<file path="config.mk">
export PLATFORM = sky130hd
export DESIGN_NAME = mult_a_stage
export DESIGN_NICKNAME = d
export VERILOG_FILES = /design/src/rtl/mult_a_stage.sv
export SDC_FILE = /design/constraint.sdc
export NUM_CORES = 1
export LEC_CHECK = 0
export CAP_MARGIN = 20
export CORE_ASPECT_RATIO = 0.6
export CORE_MARGIN = 2
export CORE_UTILIZATION = 60
export DETAILED_ROUTE_END_ITERATION = 16
export DONT_BUFFER_PORTS = 1
export PLACE_DENSITY = 0.82
export REMOVE_ABC_BUFFERS = 1
export SYNTH_ARGS = -nofsm -noshare
export SYNTH_HDL_FRONTEND = slang
export SYNTH_SLANG_ARGS = --single-unit
</file>
<file path="constraint.sdc">
create_clock -name clk -period 2.7 [get_ports clk]
set_input_delay 0.54 -clock clk [delete_from_list [all_inputs] [get_ports clk]]
set_output_delay 0.54 -clock clk [all_outputs]
set_load 0.02 [all_outputs]
</file>
<file path="src/rtl/mult_a_stage.sv">
// First stage of the pipelined 6x6 signed Baugh-Wooley multiplier: sums partial-product
// rows 0-3 plus 2^6 and registers it with the operands. Define MULT_A_SKID_EN for a two-entry skid buffer.
module mult_a_stage (
  input  logic       clk,
  input  logic       rst_n,
  input  logic       in_valid,
  output logic       in_ready,
  input  logic [5:0] in_a,
  input  logic [5:0] in_b,
  output logic       out_valid,
  input  logic       out_ready,
  output logic [5:0] out_a,
  output logic [5:0] out_b,
  output logic [9:0] out_pin
);

  logic [5:0] pp;
  logic [9:0] pin;
  logic       in_fire;
  logic       out_fire;

  // Rows 0-3 have their sign bit inverted; the 2^6 term is this stage's correction share.
  always_comb begin
    // NOTE: every variable written here gets a default first so no latch is inferred.
    pp  = '0;
    pin = 10'd64;
    for (int i = 0; i < 4; i++) begin
      pp  = in_b & {6{in_a[i]}};
      pin = pin + (10'({~pp[5], pp[4:0]}) << i);
    end
  end

  assign in_fire  = in_valid && in_ready;
  assign out_fire = out_valid && out_ready;

`ifdef MULT_A_SKID_EN
  logic       skid_valid;
  logic [5:0] skid_a;
  logic [5:0] skid_b;
  logic [9:0] skid_pin;

  // Ready comes straight from a flop, so no combinational path from out_ready.
  assign in_ready = !skid_valid;

  always_ff @(posedge clk or negedge rst_n) begin
    // NOTE: sequential state uses non-blocking assignments only, so every flop samples pre-edge values.
    if (!rst_n) begin
      out_valid  <= 1'b0;
      out_a      <= '0;
      out_b      <= '0;
      out_pin    <= '0;
      skid_valid <= 1'b0;
    end else if (out_fire) begin
      if (skid_valid) begin
        out_a      <= skid_a;
        out_b      <= skid_b;
        out_pin    <= skid_pin;
        skid_valid <= 1'b0;
      end else if (in_fire) begin
        out_a   <= in_a;
        out_b   <= in_b;
        out_pin <= pin;
      end else begin
        out_valid <= 1'b0;
      end
    end else if (in_fire) begin
      if (!out_valid) begin
        out_valid <= 1'b1;
        out_a     <= in_a;
        out_b     <= in_b;
        out_pin   <= pin;
      end else begin
        skid_valid <= 1'b1;
      end
    end
  end

  // NOTE: skid payload needs no reset; it is only read while skid_valid, which is reset.
  always_ff @(posedge clk) begin
    if (in_fire && out_valid && !out_fire) begin
      skid_a   <= in_a;
      skid_b   <= in_b;
      skid_pin <= pin;
    end
  end
`else
  assign in_ready = !out_valid || out_ready;

  always_ff @(posedge clk or negedge rst_n) begin
    if (!rst_n) begin
      out_valid <= 1'b0;
      out_a     <= '0;
      out_b     <= '0;
      out_pin   <= '0;
    end else if (in_fire) begin
      out_valid <= 1'b1;
      out_a     <= in_a;
      out_b     <= in_b;
      out_pin   <= pin;
    end else if (out_fire) begin
      out_valid <= 1'b0;
    end
  end
`endif

endmodule

</file>
# == After elaboration in Yosys (flattened, before gate mapping) ==
# Index checks and enable logic that the tools add are counted.
# totals
wordCells,23
input_bits,16
ff_bits,23
out_inout_bits,24
# op_classes
addsub,4
bitwise,8
reduce_logical,5
n_mux,2
# ops
operator,count
$and 6x6->6,4
$add 10x9->10,1
$add 9x8->10,1
$add 8x7->9,1
$add 7x6->8 const A,1
$not 1->1,4
$logic_and 1x1->1,2
$mux 1,2
$reduce_bool 2->1,1
$logic_not 1->1,1
$logic_or 1x1->1,1

# == Longest topological paths before layout ==
# Gate-level depths: netlist (run 1).
# depth
word_depth,6
ltp_mapped,10
mapped_depth_nobuf,10

# == Worst setup path before layout (run 1) ==
# Ideal clock, no wire load.
# synth_timing
path_type,input-to-reg
from,input in_b[1]
to,register out_pin[9]
path_stages,10
n_path_buf,0
arrival_ns,2.843
slack_ns,-0.265
cell_sequence,and2_1 -> fa_1 -> inv_1 -> fa_1 -> inv_1 -> fa_1 -> a211oi_2 -> o31ai_2 -> xnor2_1 -> o21ai_1
# synth_via
elab_chain_len,5
# synth_lines
item,line_no,text
start: declaration,9,"input logic [5:0] in_b,"
$and 6x6->6,28,pp = in_b & {6{in_a[i]}};
$add 7x6->8,29,"pin = pin + (10'({~pp[5], pp[4:0]}) << i);"
$add 8x7->9,29,
$add 9x8->10,29,
$add 10x9->10 (*),29,
end signal: assignment,99,out_pin <= pin;
end: declaration,14,output logic [9:0] out_pin
# Mark *: on every way between the ends. The rest lies on a longest branch, timed or not.
# A chain may end at the register's enable or synchronous reset.

# == Worst setup path after layout (run 1) ==
# layout_timing
from,input in_b[3]
to,register out_pin[7]
# The elaborated chain is that of the path after synthesis.

==> results of run 1 <==
## how the worst min path moves through the flow
stage	startpoint	to	slack [ns]	depth (start not counted)
after floorplan	rst_n	out_a[0]$_DFFE_PN0P_	0.24	0
after global placement	rst_n	out_a[4]$_DFFE_PN0P_	0.24	0
after detailed placement	rst_n	out_a[4]$_DFFE_PN0P_	0.24	0
after CTS	in_valid	out_valid$_DFFE_PN0P_	0.38	1
after global routing	in_valid	out_valid$_DFFE_PN0P_	0.38	1
final	in_valid	out_valid$_DFFE_PN0P_	0.38	1
## registers in the layout, summed over array words and instances (netlist names)
| register | flops |
|---|---|
| out_pin | 10 |
| out_a | 6 |
| out_b | 6 |
| out_valid | 1 |
## worst max-delay path, delay by kind of cell
kind / cells / cell delay (ns)
fa+ha+maj: 3 / 1.45
buf+inv: 2 / 0.10
xor+xnor: 1 / 0.18
simple gates: 2 / 0.24
compound gates: 2 / 0.35
## through the flow
step,cell area (um^2),setup TNS [ns]
after CTS,1579,-0.2078
after global routing,1602,-0.1417
final,1602,-0.02307
after floorplan,1456,-0.8205
after detailed placement,1509,-1.841
after global placement,1509,-1.204
## power groups by stage
stage	registers [uW]	logic, uW	clock network, uW
floorplan	555	223	0
global placement	567	260	0
detailed placement	570	280	0
CTS	564	299	217
global route	574	343	235
finish	562	306	211
## logic make-up (layout without fill, tap and decap cells)
logic type      count (synthesis)  after routing
fa+ha+maj                      21             21
buf+inv                        14             20
xor+xnor                        5              5
flops                          23             23
simple gates                   39             39
compound gates                 12             12
mux                            16             16
## final cells by class
class	instances	area (um^2)	share of cell area [%]
Sequential cell	23	575.6	35.94
Clock buffer	4	45.04	2.812
Tap cell	30	37.54	2.344
Inverter	12	45.04	2.812
Multi-Input combinational cell	93	858.3	53.59
Timing Repair Buffer	4	40.04	2.500
## synthesized netlist by cell type (all sizes together) (4+ instances only)
cell and count:
fa 9, ha 12, and2 12, mux2 16, o21ai 6, inv 12, nand2 21, nor2 4
dfrtp 23, xnor2 5
## metal layers
layer | global-route usage (%) | share of wire [%] | vias to the layer above
met5 | 0 | 0 | -
met3 | 7.258 | 7.5 | 2
met1 | 27.66 | 42 | 476
li1 | - | - | 432
met2 | 33.79 | 50 | 32
met4 | 6.000 | 0.98 | 0
## timing repair
item,CTS,global route
setup endpoints to repair,4,4
hold buffers,1,0
pin swaps,9,11
cloned,0,0
endpoints found under the hold margin,23,0
gates resized for setup,5,3
==> impl_metrics.csv, run 1 <==
group,metric,value,unit
place,place_ws,-0.4805,ns
timing,hold_violations,0,
cts,clock_path_buffers,2,
logic_synthesis,synth_area_leaders,"dfrtp_1, fa_1, mux2_2",
floorplan,io_pins,40,
status,violations,"negative setup slack",
logic_synthesis,postSynthRegisterBits,23,
critical_path,endpoint_kind,"flop",
route,drc,0,
pwr,p_leak,0.0007453,uW
floorplan,rows,13,
global_routing,grt_max_degree,29,
timing,finalSetupViolCount,2,
cts,clock_latency,0.27,ns
pwr,netSwitchingPower,403.7,uW
pwr,combPwrFrac,28.4,%
cts,cts_buffers,3,
timing,worst_pin_slew,0.4730,ns
cts,cts_max_level,1,
route,drt-pass1-iter-count,4,
logic_synthesis,yosys_warnings,0,
timing,period_minus_slack,2.721,ns
timing,drv_slew,0,
timing,fin_ws,-0.02122,ns
final_layout,syn_to_final_growth,8.751,%
route,vias,942,
cts,clkTransAtPathRegs,0.08,ns
logic_synthesis,synthArstFlopShare,100.0,%
logic_synthesis,synth-seq-area-share,39.08,%
pwr,power.density,673.9,nW/um^2
critical_path,cp.arrival,2.87,ns
job,drv_cap,0,
pwr,seqPwrFrac,52.1,%
floorplan,dieArea,2880,um^2
pwr,p_total,1079,uW
critical_path,cpMostUsedCell,"fa_1",
hold_path,worstHoldPathType,"input pin to flop",
critical_path,max_stage_delay,0.53,ns
critical_path,critical_path.cell_chain,"and2_4 -> fa_1 -> inv_1 -> fa_1 -> inv_2 -> fa_2 -> a211oi_4 -> nor2_1 -> xnor2_1 -> o21ai_1",
logic_synthesis,synth_edf_count,0,
final_layout,instances_no_fill,166,
global_routing,antenna_found_initial,0,
logic_synthesis,synth_compound_area_share,5.777,%
logic_synthesis,synth_flop_cell,"dfrtp_1",
logic_synthesis,synth_top_family_by_area,"adder cells",
final_layout,final_common_cell,"dfrtp_1",
route,routed_wl,2751,um
logic_synthesis,synth-xor-area-share,2.974,%
logic_synthesis,synth_area_leader_cell,"dfrtp_1",
critical_path,crit_path_end,"out_pin[7]$_DFFE_PN0P_",
floorplan,initial_core_util,65.61,%
status,status,"complete, but fails checks",
logic_synthesis,synth.avg_cell_area,11.33,um^2
floorplan,die_y,42.38,um
timing,relSlewSlack,68.36,%
route,wire_per_inst,16.57,um
critical_path,crit_type,"input pin to flop",
pwr,ir_drop,0.3877,mV
final_layout,diodes,0,
timing,rsz0062_at_grt,"true",
critical_path,path_max_fanout,5,
timing,skew,0.007505,ns
cts,cts_root_buf,"clkbuf_8",
final_layout,fin_util,71.35,%
critical_path,rrSetupSlack,1.28,ns
critical_path,startpoint,"in_b[3]",
logic_synthesis,synth_mux_area_share,12.23,%
timing,clock.fmax,0.3675,GHz
global_routing,overflow,0,
place,dp_cells,160,
pwr,intPower,675.6,uW
critical_path,r2r-start,"out_valid$_DFFE_PN0P_",
place,place_hpwl,2146,um
logic_synthesis,netlist_instances,130,
route,vias_per_cell,5.675,
timing,hold_ws,0.3794,ns
floorplan,core_area,2245,um^2
pwr,pwr-share-clk,19.6,%
final_layout,fill_cells,165,
critical_path,crit_path_top_delay_cell,"fa_1",
critical_path,r2r-end,"out_a[4]$_DFFE_PN0P_",
cts,cts_tree,"built",
route,ant_nets,0,
logic_synthesis,synthAdderAreaFrac,22.43,%
critical_path,worstSetupStartpointType,"input pin",
pwr,netSwitchingFraction,37.41,%
final_layout,layout-drive-gt1-share,24.26,%
place,gp_congestion,0.7798,
final_layout,mostFrequentLayoutCells,"dfrtp_1, nand2_1, mux2_2",
global_routing,grt_pass1_vias,965,
place,numPortBuffers,0,
floorplan,die_x,67.96,um
critical_path,r2r_cells,3,
route,first_iter_violations,87,
cts,cts_setup_buffers,0,
global_routing,track_usage,21.27,%
logic_synthesis,ys_types,20,
logic_synthesis,synthSimpleGateAreaFrac,13.34,%
logic_synthesis,netlist.area_leader.share,39.08,%
logic_synthesis,synthesis.area,1473,um^2
global_routing,grt_pass1_wl,4395,um
timing,fin_crit_sh,100.8,%
final_layout,fin_nets,174,
cts,clock-sinks,23,
critical_path,required,2.85,ns
No activity file was read; power rests on OpenSTA's default activity.
==> run 2, diff against run 1 <==
Clock period 2.7 ns to 3.2 ns, I/O delays scaled along.
==> run 2 against run 1 <==
Against the previous run: the flow now finishes without violations; highest routed layer unchanged; sequential power shrank 16%; clock skew is 0.0027 ns lower; worst setup slack improved by 0.25 ns; first-iteration DRC count shrank 41%; final cell count is 2.4% lower; power shrank 19%; sequential share of layout area grew 1.5 points.
==> impl_metrics.csv, run 2 (synthesized netlist as in run 1, its figures left out) <==
group,metric,value,unit
status,status,"complete, no violations",
route,vias_per_cell,5.549,
global_routing,antenna_found_initial,0,
floorplan,io_pins,40,
global_routing,track_usage,20.44,%
timing,drv_slew,0,
timing,fin_crit_sh,92.85,%
critical_path,worstSetupStartpointType,"input pin",
pwr,netSwitchingFraction,36.96,%
cts,cts_resized,0,
pwr,ir_drop,0.3086,mV
final_layout,largest_reg_flops,10,
cts,cts_root_buf,"clkbuf_8",
timing,hold_violations,0,
timing,relSlewSlack,75.17,%
route,first_iter_violations,51,
floorplan,core_area,2245,um^2
critical_path,crit_type,"input pin to flop",
floorplan,die_y,42.38,um
global_routing,grt_max_degree,29,
timing,finalSetupTns,0,ns
timing,hold_ws,0.06147,ns
cts,clock-sinks,23,
cts,clock_path_buffers,2,
final_layout,layout-drive-gt1-share,18.18,%
timing,clock.fmax,0.3366,GHz
critical_path,critical_path.cell_chain,"and2_1 -> fa_1 -> fa_1 -> ha_1 -> fa_1 -> a211oi_2 -> o31ai_2 -> xnor2_1 -> o21ai_1",
cts,cts_buffers,3,
route,ant_nets,0,
final_layout,final_area,1539,um^2
cts,cts_setup_buffers,0,
timing,rsz0062_at_grt,"false",
pwr,pwr-share-clk,20.0,%
pwr,p_leak,0.0007211,uW
critical_path,required,3.34,ns
final_layout,instances_no_fill,162,
global_routing,grt_pass1_vias,942,
cts,clock_latency,0.26,ns
global_routing,overflow,0,
place,place_hpwl,2115,um
route,wire_per_inst,15.99,um
pwr,combPwrFrac,26.1,%
floorplan,dieArea,2880,um^2
final_layout,top_regs,"out_pin x10, out_a x6, out_b x6",
cts,clkTransAtPathRegs,0.08,ns
final_layout,diodes,0,
global_routing,grt_pass1_wl,4347,um
timing,finalSetupViolCount,0,
final_layout,fin_nets,170,
final_layout,syn_to_final_growth,4.503,%
route,routed_wl,2591,um
critical_path,endpoint_kind,"flop",
pwr,netSwitchingPower,325.0,uW
cts,ctsHoldBuffers,0,
critical_path,crit_path_top_delay_cell,"fa_1",
floorplan,rows,13,
route,vias,899,
timing,worst_pin_slew,0.3703,ns
critical_path,max_stage_delay,0.51,ns
cts,cts_max_level,1,
floorplan,initial_core_util,65.61,%
critical_path,path_buf_inv,0,
place,numPortBuffers,0,
route,drc,0,
route,drt-pass1-iter-count,4,
final_layout,final_common_cell,"dfrtp_1",
place,placed_area,1494,um^2
critical_path,rrSetupSlack,1.79,ns
final_layout,mostFrequentLayoutCells,"dfrtp_1, nand2_1, mux2_2",
cts,cts_tree,"built",
critical_path,crit_family,"adder cells",
place,gp_congestion,0.7814,
final_layout,regMostFlops,"out_pin",
critical_path,cp.arrival,3.11,ns
place,dp_cells,158,
critical_path,path_max_fanout,7,
job,drv_cap,0,
timing,skew,0.004805,ns
hold_path,worstHoldPathType,"input pin to asynchronous set/reset pin",
floorplan,die_x,67.96,um
critical_path,cpMostUsedCell,"fa_1",
pwr,power.density,571.3,nW/um^2
timing,period_minus_slack,2.971,ns
pwr,intPower,554.3,uW
pwr,seqPwrFrac,53.9,%
run 2: final timing paths:
path                                   startpoint                     end  depth (start not counted)
max                                       in_a[3]  out_pin[9]$_DFFE_PN0P_                          9
min                                         rst_n    out_b[1]$_DFFE_PN0P_                          0
max reg2reg                 out_valid$_DFFE_PN0P_    out_a[1]$_DFFE_PN0P_                          3
min reg2reg                out_pin[5]$_DFFE_PN0P_  out_pin[5]$_DFFE_PN0P_                          2
max in group asynchronous                   rst_n    out_a[0]$_DFFE_PN0P_                          0
min in group clk                         in_valid   out_valid$_DFFE_PN0P_                          1
run 2: final cells by class:
class	instances	area (um^2)
multi-input combinational	93	835.8
inverter	12	45.04
clock buffer	4	45.04
sequential	23	575.6
fill	159	705.7
tap	30	37.54
run 2: per-layer routing:
layer / share of wire (%) / global-route usage [%]
met1: 45 / 25.92
met2: 47 / 33.01
met3: 8.1 / 9.409
met5: 0 / 0
met4: 0.46 / 2.400
run 2: per-stage QoR:
| stage | worst slack (ns) | utilization, % | total power (uW) |
|---|---|---|---|
| 2_1_floorplan | 0.1271 | - | 656.5 |
| 3_3_place_gp | 0.07612 | 66.56 | 689.9 |
| 3_5_place_dp | -0.04914 | 66.56 | 711.4 |
| 4_1_cts | 0.2354 | 68.56 | 889.6 |
| 5_1_grt | 0.1570 | 68.56 | 936.4 |
| 6_report | 0.2287 | 68.56 | 879.2 |
run 2: power by group through the flow:
stage / combinational, uW / sequential, uW / clock (uW)
6_report: 229 / 474 / 175
5_1_grt: 259 / 483 / 194
4_1_cts: 231 / 476 / 183
3_5_place_dp: 230 / 481 / 0
3_3_place_gp: 212 / 478 / 0
2_1_floorplan: 188 / 468 / 0
